[src/rtl/usbh_tx_seq.sv]
// rtl/usbh_tx_seq.sv - USB host TX sequencer: streams a FIFO packet of known length to the SIE
// Handles prime timeout, mid-packet underrun and abort, with a one-cycle FIFO flush on error.
module usbh_tx_seq #(
    parameter int LEN_W         = 16,
    parameter int PRIME_TIMEOUT = 255
) (
    input  logic             clk_i,
    input  logic             rst_i,
    input  logic             start_i,
    input  logic [LEN_W-1:0] len_i,
    input  logic             abort_i,
    input  logic             fifo_empty_i,
    input  logic [7:0]       fifo_data_i,
    output logic             fifo_pop_o,
    output logic             fifo_flush_o,
    output logic             tx_valid_o,
    output logic [7:0]       tx_data_o,
    output logic             tx_last_o,
    input  logic             tx_accept_i,
    output logic             busy_o,
    output logic             done_o,
    output logic             underrun_o,
    output logic [LEN_W-1:0] remaining_o
);

    localparam logic [1:0] ST_IDLE  = 2'd0;
    localparam logic [1:0] ST_PRIME = 2'd1;
    localparam logic [1:0] ST_SEND  = 2'd2;
    localparam logic [1:0] ST_FLUSH = 2'd3;

    localparam logic [7:0] TMO_LAST = 8'(PRIME_TIMEOUT - 1);
    localparam logic [7:0] TMO_SAT  = 8'(PRIME_TIMEOUT);

    logic [1:0]       state;
    logic [LEN_W-1:0] remaining;
    logic [7:0]       prime_cnt;
    logic             underrun;
    logic             done;
    logic             offer;
    logic             pop;

    assign offer = (state == ST_SEND) && !fifo_empty_i;
    // Abort outranks a coincident accept so the aborted byte stays in the FIFO until the flush.
    assign pop   = offer && tx_accept_i && !abort_i;

    assign tx_valid_o   = offer;
    assign tx_data_o    = offer ? fifo_data_i : 8'h00;
    assign tx_last_o    = offer && (remaining == LEN_W'(1));
    assign fifo_pop_o   = pop;
    assign fifo_flush_o = (state == ST_FLUSH);
    assign busy_o       = (state != ST_IDLE);
    assign done_o       = done;
    assign underrun_o   = underrun;
    assign remaining_o  = remaining;

    always_ff @(posedge clk_i or negedge rst_i) begin
        if (!rst_i) begin
            state     <= ST_IDLE;
            remaining <= '0;
            prime_cnt <= '0;
            underrun  <= 1'b0;
            done      <= 1'b0;
        end else begin
            done <= 1'b0;
            case (state)
                ST_IDLE: begin
                    if (start_i) begin
                        underrun <= 1'b0;
                        if (len_i == '0) begin
                            done <= 1'b1;
                        end else begin
                            remaining <= len_i;
                            prime_cnt <= '0;
                            state     <= ST_PRIME;
                        end
                    end
                end
                ST_PRIME: begin
                    if (abort_i) begin
                        state <= ST_FLUSH;
                    end else if (!fifo_empty_i) begin
                        state <= ST_SEND;
                    end else if (prime_cnt >= TMO_LAST) begin
                        prime_cnt <= TMO_SAT;
                        underrun  <= 1'b1;
                        state     <= ST_FLUSH;
                    end else begin
                        prime_cnt <= prime_cnt + 8'd1;
                    end
                end
                ST_SEND: begin
                    if (abort_i) begin
                        state <= ST_FLUSH;
                    end else if (fifo_empty_i) begin
                        // The SIE cannot stall mid-packet, so a gap in the stream is fatal.
                        underrun <= 1'b1;
                        state    <= ST_FLUSH;
                    end else if (pop) begin
                        if (remaining != '0) begin
                            remaining <= remaining - LEN_W'(1);
                        end
                        if (remaining == LEN_W'(1)) begin
                            done  <= 1'b1;
                            state <= ST_IDLE;
                        end
                    end
                end
                ST_FLUSH: begin
                    remaining <= '0;
                    state     <= ST_IDLE;
                end
                default: begin
                    state <= ST_IDLE;
                end
            endcase
        end
    end

endmodule

[config.mk]
export PLATFORM = sky130hd
export DESIGN_NAME = usbh_tx_seq
export DESIGN_NICKNAME = d
export VERILOG_FILES = /design/src/rtl/usbh_tx_seq.sv
export SDC_FILE = /design/constraint.sdc
export NUM_CORES = 1
export LEC_CHECK = 0
export BUFFER_PORTS_ARGS = -buffer_cell sky130_fd_sc_hd__buf_4
export CORE_ASPECT_RATIO = 1.2
export CORE_MARGIN = 10
export CORE_UTILIZATION = 52
export DETAILED_ROUTE_END_ITERATION = 16
export GPL_TIMING_DRIVEN = 0
export PLACE_DENSITY_LB_ADDON = 0.1
export SLEW_MARGIN = 20
export SYNTH_ARGS = -nofsm -noshare
export SYNTH_HDL_FRONTEND = slang
export SYNTH_SLANG_ARGS = --single-unit
[constraint.sdc]
create_clock -name clk_i -period 2.5 [get_ports clk_i]
set_clock_uncertainty 0.2 [all_clocks]
set_input_delay 0.5 -clock clk_i [delete_from_list [all_inputs] [get_ports clk_i]]
set_output_delay 0.5 -clock clk_i [all_outputs]
set_load 0.02 [all_outputs]
# Word level (Yosys, flattened, before mapping)
# Cells that the tools add are included.
# classes
addsub	2
reduce_logical	17
mux	38
eq_ne	17
n_lt_le_gt_ge	1
# op_table
op	n
16-bit 2-to-1 mux	6
8-bit 2-to-1 mux	6
16-bit one-hot mux with 3 select lines	1
2-bit 2-to-1 mux	9
2-bit inequality test (second input constant)	9
16-bit by 1-bit equality test with 1-bit output (second input constant)	1
16-bit logical NOT	1
8-bit one-hot mux with 2 select lines	1
16-bit nonzero test	1
16-bit by 1-bit subtractor with 16-bit output (second input constant)	1
7-bit AND reduction	2
1-bit 2-to-1 mux	12
5-bit AND reduction	2
8-bit by 1-bit adder with 8-bit output (second input constant)	1
8-bit greater-or-equal comparator (second input constant)	1
4-bit inequality test (second input constant)	2
2-bit one-hot mux with 4 select lines	1
3-bit nonzero test	2
2-bit equality test (second input constant)	2
1-bit logical AND	4
4-bit by 3-bit inequality test with 1-bit output (second input constant)	1
2-bit nonzero test	2
1-bit one-hot mux with 3 select lines	1
2-bit by 1-bit equality test with 1-bit output (second input constant)	1
other kinds (4)	5
# totals
input_bits	30
ff_bits	28
output_inout_bits	31
elab_cells	80

# Logic depth before layout (Yosys ltp)
# depth
word_depth	8
depth_mapped	8
depth_no_buf	7

# Worst setup path after synthesis
# OpenSTA, ideal clock, no wires.
# synth_timing
kind	register to register
startpoint	register state[1]
endpoint	register remaining[7], in the netlist remaining_o[7]
path_stages_with_launch	9
n_path_buf	1
required_ns	2.169
path_slack_ns	0.255
t_arrival_ns	1.913
setup_ns	0.131
synth_period_minus_slack_ns	2.245
cell_sequence	dfrtp_1 inv_1 ha_1 nor4b_1 nand4_1 o21ai_2 buf_4 nor2_1 or3b_1
# synth_via
elab_chain_len	6
word_cells_on_any_way	15
cone_classes	eq/ne: 8; mux: 1; reduce/logical: 6
# synth_rtl
element	line_no	rtl
start, declared	34	logic [1:0] state;
start signal, assigned	58	state <= ST_IDLE;
start signal, assigned	74	state <= ST_PRIME;
start signal, assigned	80	state <= ST_FLUSH;
2-bit equality test	42, 65	
1-bit logical AND	42	assign offer = (state == ST_SEND) && !fifo_empty_i;
1-bit logical AND (2 in series)	44	assign pop = offer && tx_accept_i && !abort_i;
2-bit inequality test (no source line)	-	
7-bit AND reduction (no source line)	-	
end signal, assigned	72	remaining <= len_i;
end signal, assigned	100	remaining <= remaining - LEN_W'(1);
end, declared	35	logic [LEN_W-1:0] remaining;
# Parallel ways exist; a longest one is shown, timed or not.
# A chain may end at the register's enable or synchronous reset.

# Worst setup path after layout
# layout_timing
startpoint	register remaining[5], in the netlist remaining_o[5]
endpoint	output port tx_last_o
# layout_via
elab_chain_len	2
# layout_rtl
element	line_no	rtl
16-bit by 1-bit equality test with 1-bit output	48	assign tx_last_o = offer && (remaining == LEN_W'(1));
1-bit logical AND	48	
end, declared	18	output logic tx_last_o,
# No other way between the ends.

==> results.sh <==
export IMPL_yosys_top_cells_area="dfrtp_1, ha_1, o21ai_0"
export IMPL_io_pins=61
export IMPL_synth_nets=281
export IMPL_synth_top_area_frac=0.341
export IMPL_synth_edff_count=0
export IMPL_cts_buffer_depth=2
export IMPL_finalSetupViolCount=0
export IMPL_hold_path_end="done_o"
export IMPL_status="finished clean"
export IMPL_die_area_um2=6870
export IMPL_timing_fmax_mhz=402
export IMPL_cts_sinks=28
export IMPL_crit_arrival_ns=1.79
export IMPL_hold_viol_final=0
export IMPL_timing_rr_start="state[0]"
export IMPL_worstPathRequired_ns=1.80
export IMPL_cp_top_family="simple AND/OR/NAND/NOR gates"
export IMPL_drc=0
export IMPL_async_flop_share=1.00
export IMPL_wl_per_cell_um=18.2
export IMPL_grt_pass1_vias=2127
export IMPL_syn2layout_area_growth_pct=34.4
export IMPL_rsz0062_at_grt="true"
export IMPL_cp_end_kind="output pin"
export IMPL_worstMarginPinSlew_ns=0.814
export IMPL_nets=350
export IMPL_antenna_cells=0
export IMPL_grt_pass1_wl_um=10400
export IMPL_syn_area_um2=2050
export IMPL_powerDensity_nw_per_um2=1210
export IMPL_fillers=329
export IMPL_critPathMaxFanout=7
export IMPL_maxCapViolations=0
export IMPL_critPathSlowestCell="dfrtp_1"
export IMPL_ys_seq_area_frac=0.341
export IMPL_ant_nets=0
export IMPL_cp_start_kind="flip-flop"
export IMPL_syn_area_per_cell_um2=8.48
export IMPL_vias_per_cell=6.07
export IMPL_drv_slew=0
export IMPL_min_period_over_period=0.995
export IMPL_drive_above_1_share=0.332
export IMPL_hold_class="input pin to flip-flop"
export IMPL_synth_most_common_cell="dfrtp_1"
export IMPL_timing_reg2reg_setup_slack_ns=0.06
export IMPL_clkTransAtPathRegs_ns=0.10
export IMPL_rr_endpoint="remaining_o[7]"
export IMPL_slew_headroom=0.452
export IMPL_rows=24
export IMPL_synth_common_cells="dfrtp_1, o21ai_0, nor2_1"
export IMPL_antenna_found_initial=0
export IMPL_vdd_ir_drop_max_mv=0.729
export IMPL_core_um2=3720
export IMPL_finish_instance_area_um2=2760
export IMPL_worstHoldStart="start_i"
export IMPL_gp_congestion=0.935
export IMPL_tritoncts="done"
export IMPL_min_period_ns=2.49
export IMPL_grtUsageTotal=0.182
export IMPL_crit_chain="nor3_4 -> and4_1 -> buf_6 -> and3_4 -> and2_4 -> buf_6"
export IMPL_overflow=0
export IMPL_critPathMaxStageDelay_ns=0.47
export IMPL_hpwl_um=4980
export IMPL_drtIter0Drc=249
export IMPL_cts_buffers_inserted=3
export IMPL_clock_latency_ns=0.28
export IMPL_drt_wl_total_um=6580
export IMPL_ys_ff_latch=28
export IMPL_synth_main_ff_cell="dfrtp_1"
export IMPL_hold_depth=2
export IMPL_yosys_area_top_type="dfrtp_1"
export IMPL_pre_cts_slack_ns=-0.166
export IMPL_io_buffers=60
export IMPL_start_util=0.551
export IMPL_htreeDepth=1
export IMPL_power_leakage_nw=1.21
export IMPL_vias=2197
export IMPL_tns_ns=0
export IMPL_die_w_um=77.4
export IMPL_critPathKind="flip-flop to output pin"
export IMPL_cpMostUsedCell="buf_6"
export IMPL_r2r_cells=8
export IMPL_grt_max_degree=29
export IMPL_yosysWarningCount=0
export IMPL_root_buffer="clkbuf_8"
export IMPL_post_dp_cell_area_um2=2570
export IMPL_synth_cells=242
export IMPL_synth_distinct_cells=58
export IMPL_drt_pass1_iterations=5
export IMPL_fin_ws_ns=0.0129
export IMPL_critPathBufInv=2
export IMPL_dieHeight_um=88.8
-- power breakdown --
group / internal, W / switching (W) / total (W) / leakage, nW
Sequential: 0.000633 / 0.000268 / 0.000901 / 0.352
Combinational: 0.000870 / 0.00119 / 0.00206 / 0.823
Clock: 0.000215 / 0.000153 / 0.000368 / 0.0357
-- layer usage --
| layer | global-route usage | share of wire |
|---|---|---|
| met5 | 0 | 0 |
| met4 | 0.0449 | 0.013 |
| met3 | 0.0335 | 0.065 |
| met2 | 0.333 | 0.52 |
| met1 | 0.214 | 0.40 |
-- how the worst max path moves through the flow --
stage | from | endpoint | cells past startpoint
2_1_floorplan | state[1] | remaining_o[7] | 8
3_3_place_gp | state[1] | remaining_o[7] | 8
3_5_place_dp | state[1] | remaining_o[7] | 8
4_1_cts | remaining_o[12] | tx_last_o | 6
5_1_grt | remaining_o[9] | tx_last_o | 6
6_report | remaining_o[5] | tx_last_o | 6
-- cell families after synthesis --
| group | synth area share |
|---|---|
| buffers and inverters | 0.0500 |
| adders and majority gates | 0.0548 |
| muxes | 0.0158 |
| DFF | 0.341 |
| and+or+nand+nor | 0.257 |
| AOI/OAI and AO/OA | 0.281 |
-- cell type report --
type | count | area, um2 | area share
clock inverter | 1 | 30.0 | 0.0109
clock buffer | 3 | 41.3 | 0.0150
tap | 52 | 65.1 | 0.0236
multi-input combinational | 192 | 1310 | 0.476
inverter | 10 | 37.5 | 0.0136
timing repair buffer | 65 | 494 | 0.179
sequential | 28 | 706 | 0.256
buffer | 11 | 72.6 | 0.0263
-- metrics by stage --
stage	total power [W]	std cells	util	hold WS, ns
floorplan	0.00212	242	-	0.00441
global placement	0.00276	354	0.690	0.244
detailed placement	0.00278	354	0.690	0.246
CTS	0.00325	363	0.730	0.270
global route	0.00359	362	0.741	0.271
finish	0.00332	362	0.741	0.265
-- flip-flops by register name, summed over array words and instances (netlist names) --
register     flops
done_o           1
remaining_o     16
underrun_o       1
prime_cnt        8
state            2
-- what timing repair did --
item	4_1_cts	5_1_grt
endpoints found under the setup margin	16	31
endpoints found under the hold margin	28	0
pin swaps	3	3
hold buffers	1	0
gates resized for setup	8	22
setup buffers	4	0
-- cells in the final DEF (no fill, tap or decap), types with 9 or more instances in the layout --
| cell type | count |
|---|---|
| a21oi_1 | 18 |
| o21ai_1 | 11 |
| nor2_1 | 18 |
| buf_4 | 63 |
| nand2_1 | 14 |
| inv_1 | 9 |
| o21ai_0 | 20 |
| dfrtp_1 | 24 |
(Power assumes the default switching activity.)
